File: config.mk
export PLATFORM = sky130hd
export DESIGN_NAME = tx_scrambler
export DESIGN_NICKNAME = d
export VERILOG_FILES = /design/src/rtl/pcie_tx_pkg.sv /design/src/rtl/scr_lfsr_step.sv /design/src/rtl/tx_scrambler.sv
export SDC_FILE = /design/constraint.sdc
export NUM_CORES = 1
export LEC_CHECK = 0
export ABC_AREA = 1
export BUFFER_PORTS_ARGS = -buffer_cell sky130_fd_sc_hd__buf_2
export CELL_PAD_IN_SITES_DETAIL_PLACEMENT = 0
export CELL_PAD_IN_SITES_GLOBAL_PLACEMENT = 1
export CORE_MARGIN = 2
export CORE_UTILIZATION = 43
export DETAILED_ROUTE_END_ITERATION = 8
export GPL_TIMING_DRIVEN = 1
export HOLD_SLACK_MARGIN = 0.15
export PLACE_DENSITY = 0.93
export SLEW_MARGIN = 20
export SYNTH_ARGS = -nofsm -noshare
export SYNTH_HDL_FRONTEND = slang
export SYNTH_SLANG_ARGS = --single-unit
File: constraint.sdc
create_clock -name pclk -period 2.9 [get_ports pclk]
set_input_delay 0.145 -clock pclk [delete_from_list [all_inputs] [get_ports pclk]]
set_output_delay 0.145 -clock pclk [all_outputs]
set_load 0.05 [all_outputs]
File: src/rtl/pcie_tx_pkg.sv
// Shared PCIe transmit-path constants: scrambler seed, polynomial taps and
// the K-codes the scrambler reacts to.
package pcie_tx_pkg;

  localparam logic [15:0] SCR_SEED = 16'hFFFF;
  // Galois taps for x^16+x^5+x^4+x^3+1; the x^16 term is the shifted-out MSB
  localparam logic [15:0] SCR_POLY = 16'h0039;
  localparam logic [7:0]  COM_K    = 8'hBC;
  localparam logic [7:0]  SKP_K    = 8'h1C;

  typedef enum logic [1:0] {
    SYM_DATA = 2'd0,
    SYM_COM  = 2'd1,
    SYM_SKP  = 2'd2
  } sym_class_e;

endpackage

File: src/rtl/scr_lfsr_step.sv
// One symbol's worth of scrambler LFSR: eight Galois bit-steps plus the
// scramble byte taken from the incoming (pre-advance) state.
module scr_lfsr_step
  import pcie_tx_pkg::*;
#(
  parameter logic [15:0] POLY = SCR_POLY
) (
  input  logic [15:0] lfsr,
  output logic [15:0] lfsr_next,
  output logic [7:0]  scr_byte
);

  // Scramble bit i comes from lfsr[15-i], i.e. the top byte bit-reversed
  always_comb begin
    scr_byte = '0;
    for (int i = 0; i < 8; i++) begin
      scr_byte[i] = lfsr[15-i];
    end
  end

  always_comb begin
    lfsr_next = lfsr;
    for (int i = 0; i < 8; i++) begin
      if (lfsr_next[15]) lfsr_next = {lfsr_next[14:0], 1'b0} ^ POLY;
      else               lfsr_next = {lfsr_next[14:0], 1'b0};
    end
  end

endmodule

File: src/rtl/tx_scrambler.sv
// PCIe transmit scrambler: one-entry registered output stage with a 16-bit
// LFSR that reseeds on COM, holds on SKP and advances on every other symbol.
module tx_scrambler
  import pcie_tx_pkg::*;
#(
  parameter logic [15:0] SEED    = SCR_SEED,
  parameter logic [7:0]  COM_SYM = COM_K,
  parameter logic [7:0]  SKP_SYM = SKP_K
) (
  input  logic       pclk,
  input  logic       reset_n,
  input  logic       in_valid,
  output logic       in_ready,
  input  logic [7:0] in_data,
  input  logic       in_k,
  input  logic       in_ts,
  input  logic       scramble_en,
  input  logic       lfsr_reinit,
  output logic       out_valid,
  input  logic       out_ready,
  output logic [7:0] out_data,
  output logic       out_k
);

  logic [15:0] lfsr;
  logic [15:0] lfsr_adv;
  logic [15:0] lfsr_d;
  logic [7:0]  scr_byte;
  logic [7:0]  sym_d;
  logic        accept;
  sym_class_e  sym_class;

  scr_lfsr_step #(.POLY(SCR_POLY)) u_step (
    .lfsr      (lfsr),
    .lfsr_next (lfsr_adv),
    .scr_byte  (scr_byte)
  );

  assign in_ready = !out_valid || out_ready;
  assign accept   = in_valid && in_ready;

  always_comb begin
    sym_class = SYM_DATA;
    if (in_k && (in_data == COM_SYM))      sym_class = SYM_COM;
    else if (in_k && (in_data == SKP_SYM)) sym_class = SYM_SKP;
  end

  // A same-cycle reinit still lets the accepted symbol use the old state
  always_comb begin
    lfsr_d = lfsr;
    if (accept) begin
      case (sym_class)
        SYM_COM: lfsr_d = SEED;
        SYM_SKP: lfsr_d = lfsr;
        default: lfsr_d = lfsr_adv;
      endcase
    end
    if (lfsr_reinit) lfsr_d = SEED;
  end

  always_comb begin
    sym_d = in_data;
    if (scramble_en && !in_k && !in_ts) sym_d = in_data ^ scr_byte;
  end

  always_ff @(posedge pclk or negedge reset_n) begin
    if (!reset_n) begin
      lfsr      <= SEED;
      out_valid <= 1'b0;
      out_data  <= 8'h00;
      out_k     <= 1'b0;
    end else begin
      lfsr <= lfsr_d;
      if (accept) begin
        out_valid <= 1'b1;
        out_data  <= sym_d;
        out_k     <= in_k;
      end else if (out_ready) begin
        out_valid <= 1'b0;
      end
    end
  end

endmodule
After elaboration in Yosys (flattened, before gate mapping)
Cells that the tools add are included.
W data, S select, Z words.
{ "word_totals": {"ff_bits": 26, "in_bits": 16, "output_inout_bits": 11} }
{ "classes": {"n_eq_ne": 5, "muxes": 16, "bitwise": 9, "n_reduce_logical": 12} }
{ "ops": {"columns": ["op", "n"], "rows": [
  ["$mux W6", 8],
  ["$mux W16", 2],
  ["$not A4 Y4", 8],
  ["$pmux W16 S2", 1],
  ["$eq A8 B5 Y1 const B", 1],
  ["$eq A8 B8 Y1 const B", 1],
  ["$mux W8", 1],
  ["$xor A8 B8 Y8", 1],
  ["$logic_and A1 B1 Y1", 5],
  ["$mux W2", 2],
  ["$reduce_bool A2 Y1", 2],
  ["$logic_not A1 Y1", 3],
  ["$eq A2 B1 Y1 const B", 1],
  ["$eq A2 B2 Y1 const B", 1],
  ["$mux W1", 2],
  ["$ne A2 B2 Y1 const B", 1],
  ["$reduce_and A2 Y1", 1],
  ["$logic_or A1 B1 Y1", 1]
]} }

Longest topological paths before layout
Gate-level depths: netlist of the first run.
{ "logic_depth": {"depth_word": 19, "ltp_mapped": 10} }

Hierarchy
Synthesis of the first run repeated with hierarchy kept, for this count alone.
{ "hier_totals": {"cells_unflattened": 309, "area_unflattened_um2": 2080.7} }
{ "by_module_without_submodules": {"columns": ["module", "n_inst", "cells_each", "area_each_um2", "seq_area_each_um2"], "rows": [
  ["tx_scrambler", 1, 196, 1559.0, 670.6],
  ["scr_lfsr_step", 1, 113, 521.8, 0.0]
]} }

Worst setup path before layout of the first run
Ideal clock, no wire load.
{ "synth_timing": {"path_kind": "reg2reg", "startpoint": "reg out_valid", "endpoint": "reg lfsr[11]", "setup_ps": 76, "t_arrival_ps": 1604, "required_ps": 2824, "slack_ps": 1221, "path_stages_with_launch": 9, "n_path_buf": 1, "period_less_slack_ps": 1679, "cell_sequence": "dfrtp_1 nand2_2 nand2_1 inv_2 nand2_2 nand2_4 clkbuf_8 nand2_1 nand2_1"} }
{ "synth_via": {"elab_chain_cells": 5} }
{ "synth_rtl": {"columns": ["item", "line", "source"], "rows": [
  ["start, declared", "tx_scrambler.sv:19", "output logic out_valid,"],
  ["start signal, assigned", "tx_scrambler.sv:69", "out_valid <= 1'b0;"],
  ["start signal, assigned", "tx_scrambler.sv:75", "out_valid <= 1'b1;"],
  ["start signal, assigned", "tx_scrambler.sv:79", "out_valid <= 1'b0;"],
  ["$logic_not A1 Y1", "tx_scrambler.sv:39", "assign in_ready = !out_valid || out_ready;"],
  ["$logic_or A1 B1 Y1", "tx_scrambler.sv:39", null],
  ["named net in_ready", "tx_scrambler.sv:13", "output logic in_ready,"],
  ["$logic_and A1 B1 Y1", "tx_scrambler.sv:40", "assign accept = in_valid && in_ready;"],
  ["$reduce_bool A2 Y1 (no line)", null, null],
  ["$reduce_and A2 Y1 (no line)", null, null],
  ["end signal, assigned", "tx_scrambler.sv:73", "lfsr <= lfsr_d;"],
  ["end, declared", "tx_scrambler.sv:25", "logic [15:0] lfsr;"]
]} }
The timed path passes the listed nets, and every way through them passes these cells.
A chain may end at the register's enable or synchronous reset.

Final worst setup path of the first run
{ "layout_timing": {"startpoint": "in out_ready", "endpoint": "reg lfsr[4]"} }
{ "layout_via": {"elab_chain_cells": 4} }
{ "layout_rtl": {"columns": ["item", "line", "source"], "rows": [
  ["start, declared", "tx_scrambler.sv:20", "input logic out_ready,"],
  ["$logic_or A1 B1 Y1", "tx_scrambler.sv:39", null],
  ["$logic_and A1 B1 Y1", "tx_scrambler.sv:40", null],
  ["$reduce_bool A2 Y1 (no line)", null, null],
  ["$reduce_and A2 Y1 (no line)", null, null]
]} }
No other way between the ends.

==> results.txt, run 1 <==
Die ar. - 4380 sq um
Rel. slew slack - 0.5905
crit path time final - 1.647 ns
layout cell share with drive strength beyond 1 - 0.1949
yosys warns - 0
worst vdd rail ir drop - 0.0003742 V
setup TNS - 0 ns
Design Power - 1247 uW
total CTS buffers - 3
crit path kind - in2reg
hpwl dp - 2.572 mm
r2r worst-path depth - 7
clock-pin slew of the registers on the worst-case setup and hold paths - 0.10 ns
Final Setup Violations - 0
Synth Cell Area - 1663 sq um
sequential area share after synthesis - 0.4033
async set-reset flop share out of synthesis - 1.000
fmax - 607.2 MHz
total gr overflow - 0
WP data required - 3.12 ns
IO buf count - 26
Clock Skew - 0.01048 ns
worst skew pair latency - 0.28 ns
period utilization - 0.5679
RD Place Congestion - 0.8298
Setup crit end kind - flop
hold path start - in_data[6]
WHS Path Cells - 4
Site Rows - 22
antenna-violating nets left - 0
Post-synth EDFFs - 0
Pleak - 0.001122 uW
Initial Utilization - 0.4508
Main synth FF type - dfstp_2
WHS Endpoint - out_data[6]$_DFFE_PN0P_
Startpoint Class - primary input
Syn Inst Count - 244
total I/O pin count - 27
die height - 66.19 microns
max cap viols - 0
nets@finish - 289
final WL - 3.572 mm
CP Max Fanout - 16
Yosys cell types - 20
Yosys reg bits - 26
Worst Setup SP - out_ready
Die W - 66.19 microns
CTS tree - built
reg2reg end - lfsr[15]$_DFFE_PN1P_
Final Hold Fails - 0
CORE AREA - 3689 sq um
Worst-Margin Slew - 0.6142 ns
max-slew violation count - 0
routed vias - 1423
GRT Util Overall - 0.1867
Hold Path Class - in2reg
antenna violations before repair - 0
fillcell total - 383
pwr/cell area - 655.9 nW/um^2
drt wl/cell - 11.16 microns
largest net degree at the start of global routing - 27
DR DRC count - 0
CTS H-Tree Depth - 1
Vias/cell - 4.447
Initial DRC Count - 63
vias in the first global route - 1390
status - complete, no violations
maximum buffer depth of the clock tree - 2
RR Startpoint - out_valid$_DFFE_PN0P_
Area Growth Syn to Fin - 14.37%
CTS Sinks - 26
drt first pass iters - 4
n_diodes - 0
Syn Nets - 260
Mapped Avg Cell Area - 6.815 sq um
Worst Path Arrival - 1.87 ns
first-pass GRT wire length - 6.113 mm
root buffer cell - clkbuf_8
flop-to-flop setup slack - 1.43 ns
RSZ-0062 raised after global routing - no
==> worst max-delay path by stage <==
stage,endpoint,slack (ns)
2_1_floorplan,lfsr[11]$_DFFE_PN1P_,1.22
3_3_place_gp,lfsr[7]$_DFFE_PN1P_,1.53
3_5_place_dp,lfsr[7]$_DFFE_PN1P_,1.49
4_1_cts,lfsr[12]$_DFFE_PN1P_,1.32
5_1_grt,lfsr[1]$_DFFE_PN1P_,1.15
6_report,lfsr[4]$_DFFE_PN1P_,1.25
==> synthesized netlist by cell type (3+ instances only) <==
master | instances | area [sq um]
nand2_2 | 4 | 25.02
dfstp_2 | 16 | 420.4
buf_2 | 4 | 20.02
nand4_1 | 3 | 18.77
xnor2_1 | 7 | 61.31
dfrtp_1 | 10 | 250.2
nor2_1 | 12 | 45.04
nand3_1 | 7 | 35.03
inv_1 | 25 | 93.84
xor2_1 | 13 | 113.9
nand2_1 | 134 | 503.0
==> layout make-up <==
type | instances | area [sq um] | share of cell area
Clock buffer | 4 | 45.04 | 0.02368
Timing Repair Buffer | 32 | 190.2 | 0.1000
Tap cell | 48 | 60.06 | 0.03158
Inverter | 26 | 97.59 | 0.05132
Sequential cell | 26 | 670.6 | 0.3526
Multi-Input combinational cell | 184 | 838.3 | 0.4408
==> cells in the final DEF, fill, tap and decap left out, drive strengths merged <==
cell | netlist | routed
nand3 | 7 | 7
xnor2 | 7 | 7
xor2 | 13 | 13
dlygate4sd3 | 0 | 6
clkbuf | 2 | 4
nand2 | 139 | 139
nor2 | 13 | 13
dfstp | 16 | 16
dfrtp | 10 | 10
buf | 6 | 26
nand4 | 3 | 3
a21oi | 1 | 1
o21ai | 1 | 1
inv | 26 | 26
==> what timing repair did <==
action	4_1_cts	5_1_grt
hold endpoints to repair	15	0
hold buffers	6	0
setup endpoints to repair	0	0
setup buffers	0	0
resized for setup	0	0
==> sequential cells by signal (all words and copies together) (netlist names) <==
register	cells
out_valid	1
out_data	8
out_k	1
lfsr	16
==> worst max-delay path, stage by stage <==
cell,delay [ns]
dlygate4sd3_1,0.55
buf_2,0.12
inv_1,0.06
nand2_2,0.07
nand2_1,0.32
nand2_1,0.12
nand2_2,0.29
nand2_1,0.09
nand2_1,0.08
==> logic make-up (layout without fill, tap and decap cells) <==
kind of cell | Yosys count | in the layout | share of synthesized area
XOR/XNOR | 20 | 20 | 0.1053
AND/OR/NAND/NOR | 162 | 162 | 0.3905
AO/OA/AOI/OAI | 2 | 2 | 0.008275
buffers and inverters | 34 | 62 | 0.09255
flip-flops | 26 | 26 | 0.4033
==> layer usage <==
layer  share of wire  wire [microns]  up-vias  GRT usage
met2            0.47            1696       16     0.2975
met3           0.023              82        5    0.02044
met4           0.023              82        0    0.09184
li1                -               -      775          -
met5               0               0        -          0
met1            0.48            1710      627     0.2508
==> per-stage QoR <==
| stage | instance area (sq um) | hold WS [ns] | worst slack (ns) | instances | utilization |
|---|---|---|---|---|---|
| after detailed placement | 1797 | 0.1836 | 1.490 | 310 | 0.4871 |
| final | 1902 | 0.1513 | 1.253 | 320 | 0.5156 |
| after global routing | 1902 | 0.1804 | 1.150 | 320 | 0.5156 |
| after floorplan | 1663 | -0.1506 | 1.221 | 244 | - |
| after global placement | 1797 | 0.1821 | 1.528 | 310 | 0.4871 |
| after CTS | 1902 | 0.1568 | 1.315 | 320 | 0.5156 |
==> power by group <==
group          switching [uW]  internal (uW)  leakage (uW)  total, uW
clock                     120           98.8     0.0000228        219
sequential               83.8            473      0.000290        557
combinational             303            168      0.000809        472
total                     507            740       0.00112       1250
Note: power is estimated with default switching activity, not from simulation.
==> run 2, diff against run 1 <==
- CORE_UTILIZATION: 43 -> 36
- PLACE_DENSITY: 0.93 -> 0.84
- clock period: 2.9 -> 1.4 ns (I/O delays scaled with it)
==> results.txt, run 2 (synthesis gave the netlist of run 1 again) <==
Area Growth Syn to Fin - 22.50%
Critical Path, Cell by Cell - dlygate4sd3_1 -> buf_2 -> inv_1 -> nand2_1 -> nor2_1 -> nand4_1 -> nand2_4 -> nand2_1 -> nand2_1
antenna-violating nets left - 0
Startpoint Class - primary input
WP data required - 1.62 ns
WHS - 0.2293 ns
RD Place Congestion - 0.8361
layout cell share with drive strength beyond 1 - 0.2261
area of the multi-input gates - 862.1 sq um
worst vdd rail ir drop - 0.0006719 V
root buffer cell - clkbuf_8
most frequent cells in the layout - 134 x nand2_1, 26 x buf_2, 23 x inv_1
Worst Path Arrival - 1.52 ns
CORE AREA - 4414 sq um
CP Max Fanout - 16
Hold Path Class - in2reg
flip-flop count of the largest register after layout - 16
Clock Skew - 0.004862 ns
IO buf count - 26
total gr overflow - 0
crit path kind - in2reg
max cap viols - 0
Slowest-stage cell, CP - dlygate4sd3_1
CTS tree - built
fmax - 768.2 MHz
drt wl/cell - 11.71 microns
Final Hold Fails - 0
Site Rows - 24
DR DRC count - 0
antenna violations before repair - 0
Vias/cell - 4.466
period utilization - 0.9298
Largest regs - lfsr (16), out_data (8)
routed vias - 1496
Die W - 71.97 microns
CTS Sinks - 26
final WL - 3.922 mm
total I/O pin count - 27
post-layout util - 0.4615
most frequent CP cell - nand2_1
Pleak - 0.001178 uW
most common cell after layout, fill and taps aside - nand2_1
Die ar. - 5179 sq um
Setup WS pre-CTS - 0.1231 ns
total CTS buffers - 3
Worst-Margin Slew - 0.5897 ns
vias in the first global route - 1388
die height - 71.97 microns
Rel. slew slack - 0.6069
Initial Utilization - 0.3767
GRT Util Overall - 0.1623
hpwl dp - 2.755 mm
largest net degree at the start of global routing - 27
worst skew pair latency - 0.27 ns
fillcell total - 464
nets@finish - 300
max-slew violation count - 0
status - complete, no violations
n_diodes - 0
largest stage delay on the critical path - 0.55 ns
Final WS setup - 0.09821 ns
clock-pin slew of the registers on the worst-case setup and hold paths - 0.09 ns
first-pass GRT wire length - 6.561 mm
Final Setup Violations - 0
Setup crit end kind - flop
CTS H-Tree Depth - 1
Initial DRC Count - 48
drt first pass iters - 4
most flop-heavy register - lfsr
pwr/cell area - 1335 nW/um^2
crit path time final - 1.302 ns
register area - 671.9 sq um
maximum buffer depth of the clock tree - 2
Design Power - 2720 uW
run 2: cell types whose count changed in the layout (fill, tap and decap cells not counted), sizes merged:
cell	previous run	this run
buf	26	32
dlygate4sd3	6	11
run 2: final cells by class:
type,instances,area share
Multi-Input combinational cell,184,0.4232
Sequential cell,26,0.3299
Timing Repair Buffer,43,0.1400
Inverter,26,0.04791
Tap cell,52,0.03194
Clock buffer,4,0.02703
run 2: repair_timing:
item	4_1_cts	5_1_grt
hold endpoints to repair	20	0
setup buffers	0	3
resized for setup	0	4
hold buffers	11	0
endpoints found under the setup margin	0	20
run 2: worst paths after layout:
kind	depth (start not counted)	end	slack, ns	start
max in group asynchronous	2	out_valid$_DFFE_PN0P_	0.66	reset_n
min reg2reg	2	lfsr[5]$_DFFE_PN1P_	0.47	lfsr[5]$_DFFE_PN1P_
min in group asynchronous	2	out_k$_DFFE_PN0P_	0.33	reset_n
min	4	out_valid$_DFFE_PN0P_	0.23	in_valid
max	9	lfsr[2]$_DFFE_PN1P_	0.1	in_data[5]
max reg2reg	9	lfsr[5]$_DFFE_PN1P_	0.11	lfsr[13]$_DFFE_PN1P_
run 2: layer usage:
metal / part of all wire / GRT usage
met4: 0.0087 / 0.03774
met1: 0.50 / 0.2390
met3: 0.033 / 0.03333
met2: 0.46 / 0.2459
met5: 0 / 0
run 2: report_power, final:
part | total (uW) | internal (uW) | switching [uW]
logic | 1060 | 394 | 668
clock network | 500 | 252 | 248
registers | 1160 | 981 | 177
run 2: critical path, delay by kind of cell:
kind	cells	cell delay, ns
buf+inv	3	0.75
simple gates	6	0.70
run 2: per-stage QoR:
stage	instance area, sq um	cells	setup TNS, ns
after floorplan	1678	244	0
after global placement	1839	317	0
after detailed placement	1839	317	0
after CTS	2004	332	0
after global routing	2037	335	-0.001013
final	2037	335	0
